$ cat src/rtl/led_ctrl_pkg.sv
// Shared encodings for the LED step sequencer: switch modes, rotator
// step codes, direction values and the FSM state type.
package led_ctrl_pkg;

    localparam logic [1:0] MODE_HOLD   = 2'b00;
    localparam logic [1:0] MODE_LEFT   = 2'b01;
    localparam logic [1:0] MODE_RIGHT  = 2'b10;
    localparam logic [1:0] MODE_BOUNCE = 2'b11;

    localparam logic [1:0] SW_NONE  = 2'b00;
    localparam logic [1:0] SW_LEFT  = 2'b01;
    localparam logic [1:0] SW_RIGHT = 2'b10;

    localparam logic DIR_LEFT  = 1'b0;
    localparam logic DIR_RIGHT = 1'b1;

    localparam int NUM_LED_DEFAULT = 10;

    typedef enum logic [2:0] {
        ST_IDLE  = 3'd0,
        ST_LEFT  = 3'd1,
        ST_RIGHT = 3'd2,
        ST_BNC_L = 3'd3,
        ST_BNC_R = 3'd4
    } state_e;

endpackage

$ cat src/rtl/step_timer.sv
// Step-rate prescaler. Counts 0..limit while running, where
// limit = (STEP_DIV >> iSpeed) - 1, and flags the terminal cycle.
// A speed change that leaves the count at or above the new limit
// terminates the period at once instead of wrapping the counter.
module step_timer #(
    parameter int STEP_DIV = 25000000,
    parameter int CNT_W    = 25
) (
    input  logic       iClk,
    input  logic       iRst,
    input  logic       iRun,
    input  logic [1:0] iSpeed,
    output logic       oTick
);

    localparam logic [CNT_W-1:0] DIV = CNT_W'(STEP_DIV);
    localparam logic [CNT_W-1:0] ONE = CNT_W'(1);

    logic [CNT_W-1:0] r_cnt;
    logic [CNT_W-1:0] w_limit;
    logic             w_at_limit;

    // Terminal compare against the limit for the current speed
    always_comb begin
        w_limit    = (DIV >> iSpeed) - ONE;
        w_at_limit = (r_cnt >= w_limit);
    end

    assign oTick = iRun & w_at_limit;

    // Period counter; held at zero while paused
    always_ff @(posedge iClk or posedge iRst) begin
        if (iRst) begin
            r_cnt <= '0;
        end else if (!iRun) begin
            r_cnt <= '0;
        end else if (w_at_limit) begin
            r_cnt <= '0;
        end else begin
            r_cnt <= r_cnt + ONE;
        end
    end

endmodule

$ cat src/rtl/led_step_ctrl.sv
// LED rotator step sequencer. Turns a programmable step rate into
// one-cycle iSW pulses for the rotator and mirrors the lit-LED index.
// Build option: define LED_STEP_CTRL_DWELL_EN to make bounce modes hold
// each end LED for one extra step period before reversing.
//
// state    | meaning
// ---------+-----------------------------------------------
// ST_IDLE  | hold mode; no steps, position frozen
// ST_LEFT  | rotate left (index up), wraps 9 -> 0
// ST_RIGHT | rotate right (index down), wraps 0 -> 9
// ST_BNC_L | ping-pong, currently moving left (index up)
// ST_BNC_R | ping-pong, currently moving right (index down)
module led_step_ctrl
    import led_ctrl_pkg::*;
#(
    parameter int STEP_DIV = 25000000,
    parameter int CNT_W    = 25,
    parameter int NUM_LED  = NUM_LED_DEFAULT
) (
    input  logic       iClk,
    input  logic       iRst,
    input  logic       iRun,
    input  logic [1:0] iMode,
    input  logic [1:0] iSpeed,
    output logic [1:0] oSW,
    output logic [3:0] oPos,
    output logic       oDir
);

    localparam logic [3:0] POS_MAX = 4'(NUM_LED - 1);

    state_e     r_state;
    state_e     w_state_nxt;
    logic [1:0] r_sw;
    logic [1:0] w_sw_nxt;
    logic [3:0] r_pos;
    logic [3:0] w_pos_nxt;
    logic       r_dir;
    logic       w_dir_nxt;
    logic       w_tick;
    logic       w_accept;
    logic       w_step_l;
    logic       w_step_r;
    logic       w_dwell_hit;

`ifdef LED_STEP_CTRL_DWELL_EN
    logic       r_dwell;
    logic       w_dwell_nxt;
    logic       w_bnc_step;
    assign w_dwell_hit = r_dwell;
`else
    assign w_dwell_hit = 1'b0;
`endif

    step_timer #(
        .STEP_DIV (STEP_DIV),
        .CNT_W    (CNT_W)
    ) u_step_timer (
        .iClk   (iClk),
        .iRst   (iRst),
        .iRun   (iRun),
        .iSpeed (iSpeed),
        .oTick  (w_tick)
    );

    // A tick landing while a pulse is still on oSW is dropped, so steps
    // are always at least two clocks apart even at the fastest speed.
    assign w_accept = w_tick & (r_sw == SW_NONE);

    // Next-state, step decision and mirrored position update
    always_comb begin
        w_state_nxt = r_state;
        w_sw_nxt    = SW_NONE;
        w_pos_nxt   = r_pos;
        w_dir_nxt   = r_dir;
        w_step_l    = 1'b0;
        w_step_r    = 1'b0;
`ifdef LED_STEP_CTRL_DWELL_EN
        w_dwell_nxt = r_dwell;
        w_bnc_step  = 1'b0;
`endif
        if (w_accept) begin
`ifdef LED_STEP_CTRL_DWELL_EN
            w_dwell_nxt = 1'b0;
`endif
            case (iMode)
                MODE_HOLD: begin
                    w_state_nxt = ST_IDLE;
                end
                MODE_LEFT: begin
                    w_state_nxt = ST_LEFT;
                    w_step_l    = 1'b1;
                end
                MODE_RIGHT: begin
                    w_state_nxt = ST_RIGHT;
                    w_step_r    = 1'b1;
                end
                default: begin
                    // A pending dwell swallows this tick with no step
                    if (!w_dwell_hit) begin
`ifdef LED_STEP_CTRL_DWELL_EN
                        w_bnc_step = 1'b1;
`endif
                        case (r_state)
                            ST_BNC_L: begin
                                if (r_pos == POS_MAX) begin
                                    w_state_nxt = ST_BNC_R;
                                    w_step_r    = 1'b1;
                                end else begin
                                    w_step_l    = 1'b1;
                                end
                            end
                            ST_BNC_R: begin
                                if (r_pos == 4'd0) begin
                                    w_state_nxt = ST_BNC_L;
                                    w_step_l    = 1'b1;
                                end else begin
                                    w_step_r    = 1'b1;
                                end
                            end
                            default: begin
                                if (r_pos == POS_MAX) begin
                                    w_state_nxt = ST_BNC_R;
                                    w_step_r    = 1'b1;
                                end else begin
                                    w_state_nxt = ST_BNC_L;
                                    w_step_l    = 1'b1;
                                end
                            end
                        endcase
                    end
                end
            endcase

            // Bounce states reverse before reaching an end, so the wrap
            // arms below are only ever taken by the plain rotate modes.
            if (w_step_l) begin
                w_sw_nxt  = SW_LEFT;
                w_dir_nxt = DIR_LEFT;
                w_pos_nxt = (r_pos == POS_MAX) ? 4'd0 : r_pos + 4'd1;
            end else if (w_step_r) begin
                w_sw_nxt  = SW_RIGHT;
                w_dir_nxt = DIR_RIGHT;
                w_pos_nxt = (r_pos == 4'd0) ? POS_MAX : r_pos - 4'd1;
            end

`ifdef LED_STEP_CTRL_DWELL_EN
            if (w_bnc_step && ((w_pos_nxt == 4'd0) || (w_pos_nxt == POS_MAX))) begin
                w_dwell_nxt = 1'b1;
            end
`endif
        end
    end

    // State and output registers; oSW, oPos and oDir change together
    always_ff @(posedge iClk or posedge iRst) begin
        if (iRst) begin
            r_state <= ST_IDLE;
            r_sw    <= SW_NONE;
            r_pos   <= 4'd0;
            r_dir   <= DIR_LEFT;
        end else begin
            r_state <= w_state_nxt;
            r_sw    <= w_sw_nxt;
            r_pos   <= w_pos_nxt;
            r_dir   <= w_dir_nxt;
        end
    end

`ifdef LED_STEP_CTRL_DWELL_EN
    // End-of-travel dwell flag
    always_ff @(posedge iClk or posedge iRst) begin
        if (iRst) begin
            r_dwell <= 1'b0;
        end else begin
            r_dwell <= w_dwell_nxt;
        end
    end
`endif

    assign oSW  = r_sw;
    assign oPos = r_pos;
    assign oDir = r_dir;

endmodule

$ cat config.mk
export PLATFORM = sky130hd
export DESIGN_NAME = led_step_ctrl
export DESIGN_NICKNAME = d
export VERILOG_FILES = /design/src/rtl/led_ctrl_pkg.sv /design/src/rtl/step_timer.sv /design/src/rtl/led_step_ctrl.sv
export SDC_FILE = /design/constraint.sdc
export NUM_CORES = 1
export LEC_CHECK = 0
export BUFFER_PORTS_ARGS = -buffer_cell sky130_fd_sc_hd__buf_2
export CELL_PAD_IN_SITES_DETAIL_PLACEMENT = 2
export CELL_PAD_IN_SITES_GLOBAL_PLACEMENT = 2
export CORE_UTILIZATION = 25
export CTS_CLUSTER_DIAMETER = 50
export CTS_CLUSTER_SIZE = 20
export DETAILED_ROUTE_END_ITERATION = 10
export PLACE_DENSITY_LB_ADDON = 0.1
export REMOVE_ABC_BUFFERS = 1
export SLEW_MARGIN = 20
export SYNTH_ARGS = -nofsm -noshare
export SYNTH_HDL_FRONTEND = slang
export SYNTH_SLANG_ARGS = --single-unit
$ cat constraint.sdc
create_clock -name iClk -period 2.3 [get_ports iClk]
set_input_delay 0.115 -clock iClk [delete_from_list [all_inputs] [get_ports iClk]]
set_output_delay 0.115 -clock iClk [all_outputs]
set_load 0.01 [all_outputs]
==> metrics.md <==
| Metric | Value |
|---|---|
| Top post-synthesis cells by count | 44 x nor2_1, 35 x dfrtp_1, 28 x ha_1 |
| Post-route cell area | 3330 sq um |
| Io pins | 14 |
| CTS H-tree lvls | 2 |
| Cell Area, Synth | 2450 sq um |
| Vias/cell | 4.62 |
| Die Y | 101 um |
| DP HPWL | 5300 um |
| PnR worst setup slack | -0.121 ns |
| Top FF cell, synth | dfrtp_1 |
| Crit Path Max Fanout | 8 |
| Synth top area cells | dfrtp_1 36%, ha_1 14%, nor2_1 6.7% |
| Area after DPL | 2990 sq um |
| Initial Util | 26.1% |
| Largest net degree at the start of global routing | 36 |
| Area grow syn2layout | 35.9% |
| NetSw | 400 uW |
| Slew Viols, Final | 0 |
| Yosys top cell by area | dfrtp_1 |
| Period minus WS final | 2.42 ns |
| Congestion Overflow GR | 0 |
| Clock sinks | 35 |
| Setup violators final | 31 |
| Place WS | -0.468 ns |
| Setup TNS Final | -1.68 ns |
| Clk_lat worst skew | 0.29 ns |
| P_int | 961 uW |
| Peak VDD IR | 0.197 mV |
| Flops & latches, synth | 35 |
| CORE AREA | 9370 sq um |
| WP data required | 2.48 ns |
| CP endpoint kind | register |
| Diodes inserted | 0 |
| Fmax | 413 MHz |
| WHS | 0.164 ns |
| CTS tree | built |
| Vias in the first global route | 2311 |
| Die area | 10200 sq um |
| Initial antenna violation count | 0 |
| Gpl congestion | 0.702 |
| Max-cap violations | 0 |
| Core Rows | 35 |
| Crit Path Category | register to register |
| Leak pwr | 0.00157 uW |
| Syn Area/Cell | 9.10 sq um |
| Pwr Density | 409 nW/um^2 |
| Cell count after synthesis | 269 |
| Startpoint Class | register |
| Final period util | 105% |
| Root Buffer | clkbuf_8 |
| Reg clk slew, reported paths | 0.07 ns |
| Share of cells above drive strength 1 | 32.2% |
| Register share of total power | 47.5% |
| Chip Width | 101 um |
| CTS Buf Count | 5 |
| Initial DRC count | 28 |
| Worst min path class | input port to register |
| Clk buf depth | 2 |
| Synth top area share | 35.8% |
| Count leader, synth | nor2_1 |
| Pre-antenna DRT Iters | 4 |
| Global-route wire length before repair | 11500 um |
| Crit path DAT | 2.60 ns |
| Combinational group share of total power | 19.8% |
| Post-synthesis cell type count | 47 |
| Vias | 2142 |
| Wire length per cell | 15.7 um |
| Run status | complete, but fails checks |
| Failing checks | negative setup slack |
| Sequential share of the synthesized area | 35.8% |
| Detail Route Antenna Nets | 0 |
| Asr flop ratio synth | 100% |
| Net Sw Frac | 29.4% |
| Final WL | 7260 um |
| Ys Warns | 0 |
| Remaining DRCs | 0 |
| EDFF count, synth | 0 |
| Overall Global Routing Usage | 14.9% |
| Clock power share | 32.7% |
| RSZ-0062 raised after global routing | true |
| Post-layout net count | 369 |
| Worst Skew | 0.00302 ns |
| IO buf count | 13 |
| Hold Fails Final Rpt | 0 |
[layout make-up]
| class | instances | area, sq um |
|---|---|---|
| inverter | 12 | 47.5 |
| multi-input combinational | 215 | 1650 |
| fill | 1101 | 6040 |
| timing repair buffer | 65 | 513 |
| clock inverter | 1 | 5.00 |
| sequential | 35 | 876 |
| clock buffer | 7 | 76.3 |
| tap | 129 | 161 |
[registers in the layout, indices dropped and copies added (netlist names)]
register            count
u_step_timer.r_cnt     25
oPos                    4
r_state                 3
oSW                     2
oDir                    1
[critical path, stage by stage (launching register included)]
cell	delay, ns
dfrtp_1	0.42
ha_4	0.23
a21o_1	0.18
a31oi_2	0.14
nor3_1	0.08
or3_4	0.37
o31a_1	0.42
a22o_1	0.22
a211o_1	0.24
[layout by cell type, fill, tap and decap left out, types with 5 or more instances in the layout]
cell type  synthesis  final
nor2_2             0     17
nand2_1           18     17
buf_2              1     13
ha_1              28     26
inv_1             10     10
dfrtp_1           35     35
nand4_1            6      6
nand3_1           13     13
xor2_1            15     15
o21ai_0            7      6
buf_4              0     46
and4_1             5      5
nor2_1            44     26
xnor2_1           13     13
clkbuf_8           0      5
a21oi_1           10      9
[cell families (layout without fill, tap and decap cells)]
kind of cell	Yosys count	in the layout	share of synthesized area (%)
AOI/OAI and AO/OA	38	38	10.5
buffers and inverters	20	85	3.73
adders and majority gates	28	28	14.3
and+or+nand+nor	114	114	23.6
muxes	4	4	1.84
xor gates and xnor gates	28	28	10.0
other	2	3	0.307
DFF	35	35	35.8
[power groups by stage]
stage / logic (uW) / registers [uW] / clock network (uW)
floorplan: 119 / 669 / 0
global placement: 239 / 658 / 0
detailed placement: 243 / 658 / 0
CTS: 248 / 646 / 468
global route: 304 / 648 / 489
finish: 270 / 646 / 446
[timing repair]
action / CTS / global route
cloned: 0 / 3
endpoints found under the setup margin: 32 / 33
pin swaps: 13 / 6
resized for setup: 9 / 30
hold buffers: 1 / 0
hold endpoints to repair: 35 / 0
buffers inserted: 3 / 1
[per-layer routing]
| metal | track usage [%] | vias up | share of wire (%) |
|---|---|---|---|
| met4 | 4.01 | 0 | 1.0 |
| met2 | 26.7 | 16 | 51 |
| met3 | 1.87 | 5 | 1.6 |
| met1 | 18.7 | 1058 | 47 |
| li1 | - | 1063 | - |
| met5 | 0 | - | 0 |
[through the flow]
stage               total power [uW]  std cells  utilization (%)
global route                    1440        464             35.5
CTS                             1360        460             33.5
global placement                 896        449             31.9
detailed placement               901        449             31.9
floorplan                        789        262                -
finish                          1360        464             35.5
[final timing paths]
kind	slack (ns)	end	startpoint	cells after the start
setup reg to reg	-0.12	oPos[3]	u_step_timer.r_cnt[18]	8
hold reg to reg	0.51	oDir	oDir	1
min in group asynchronous	0.48	oDir	iRst	4
hold / removal	0.16	u_step_timer.r_cnt[1]	iRun	2
max in group asynchronous	1.47	u_step_timer.r_cnt[23]	iRst	4
setup / recovery	-0.12	oPos[3]	u_step_timer.r_cnt[18]	8
(Power assumes the default switching activity.)
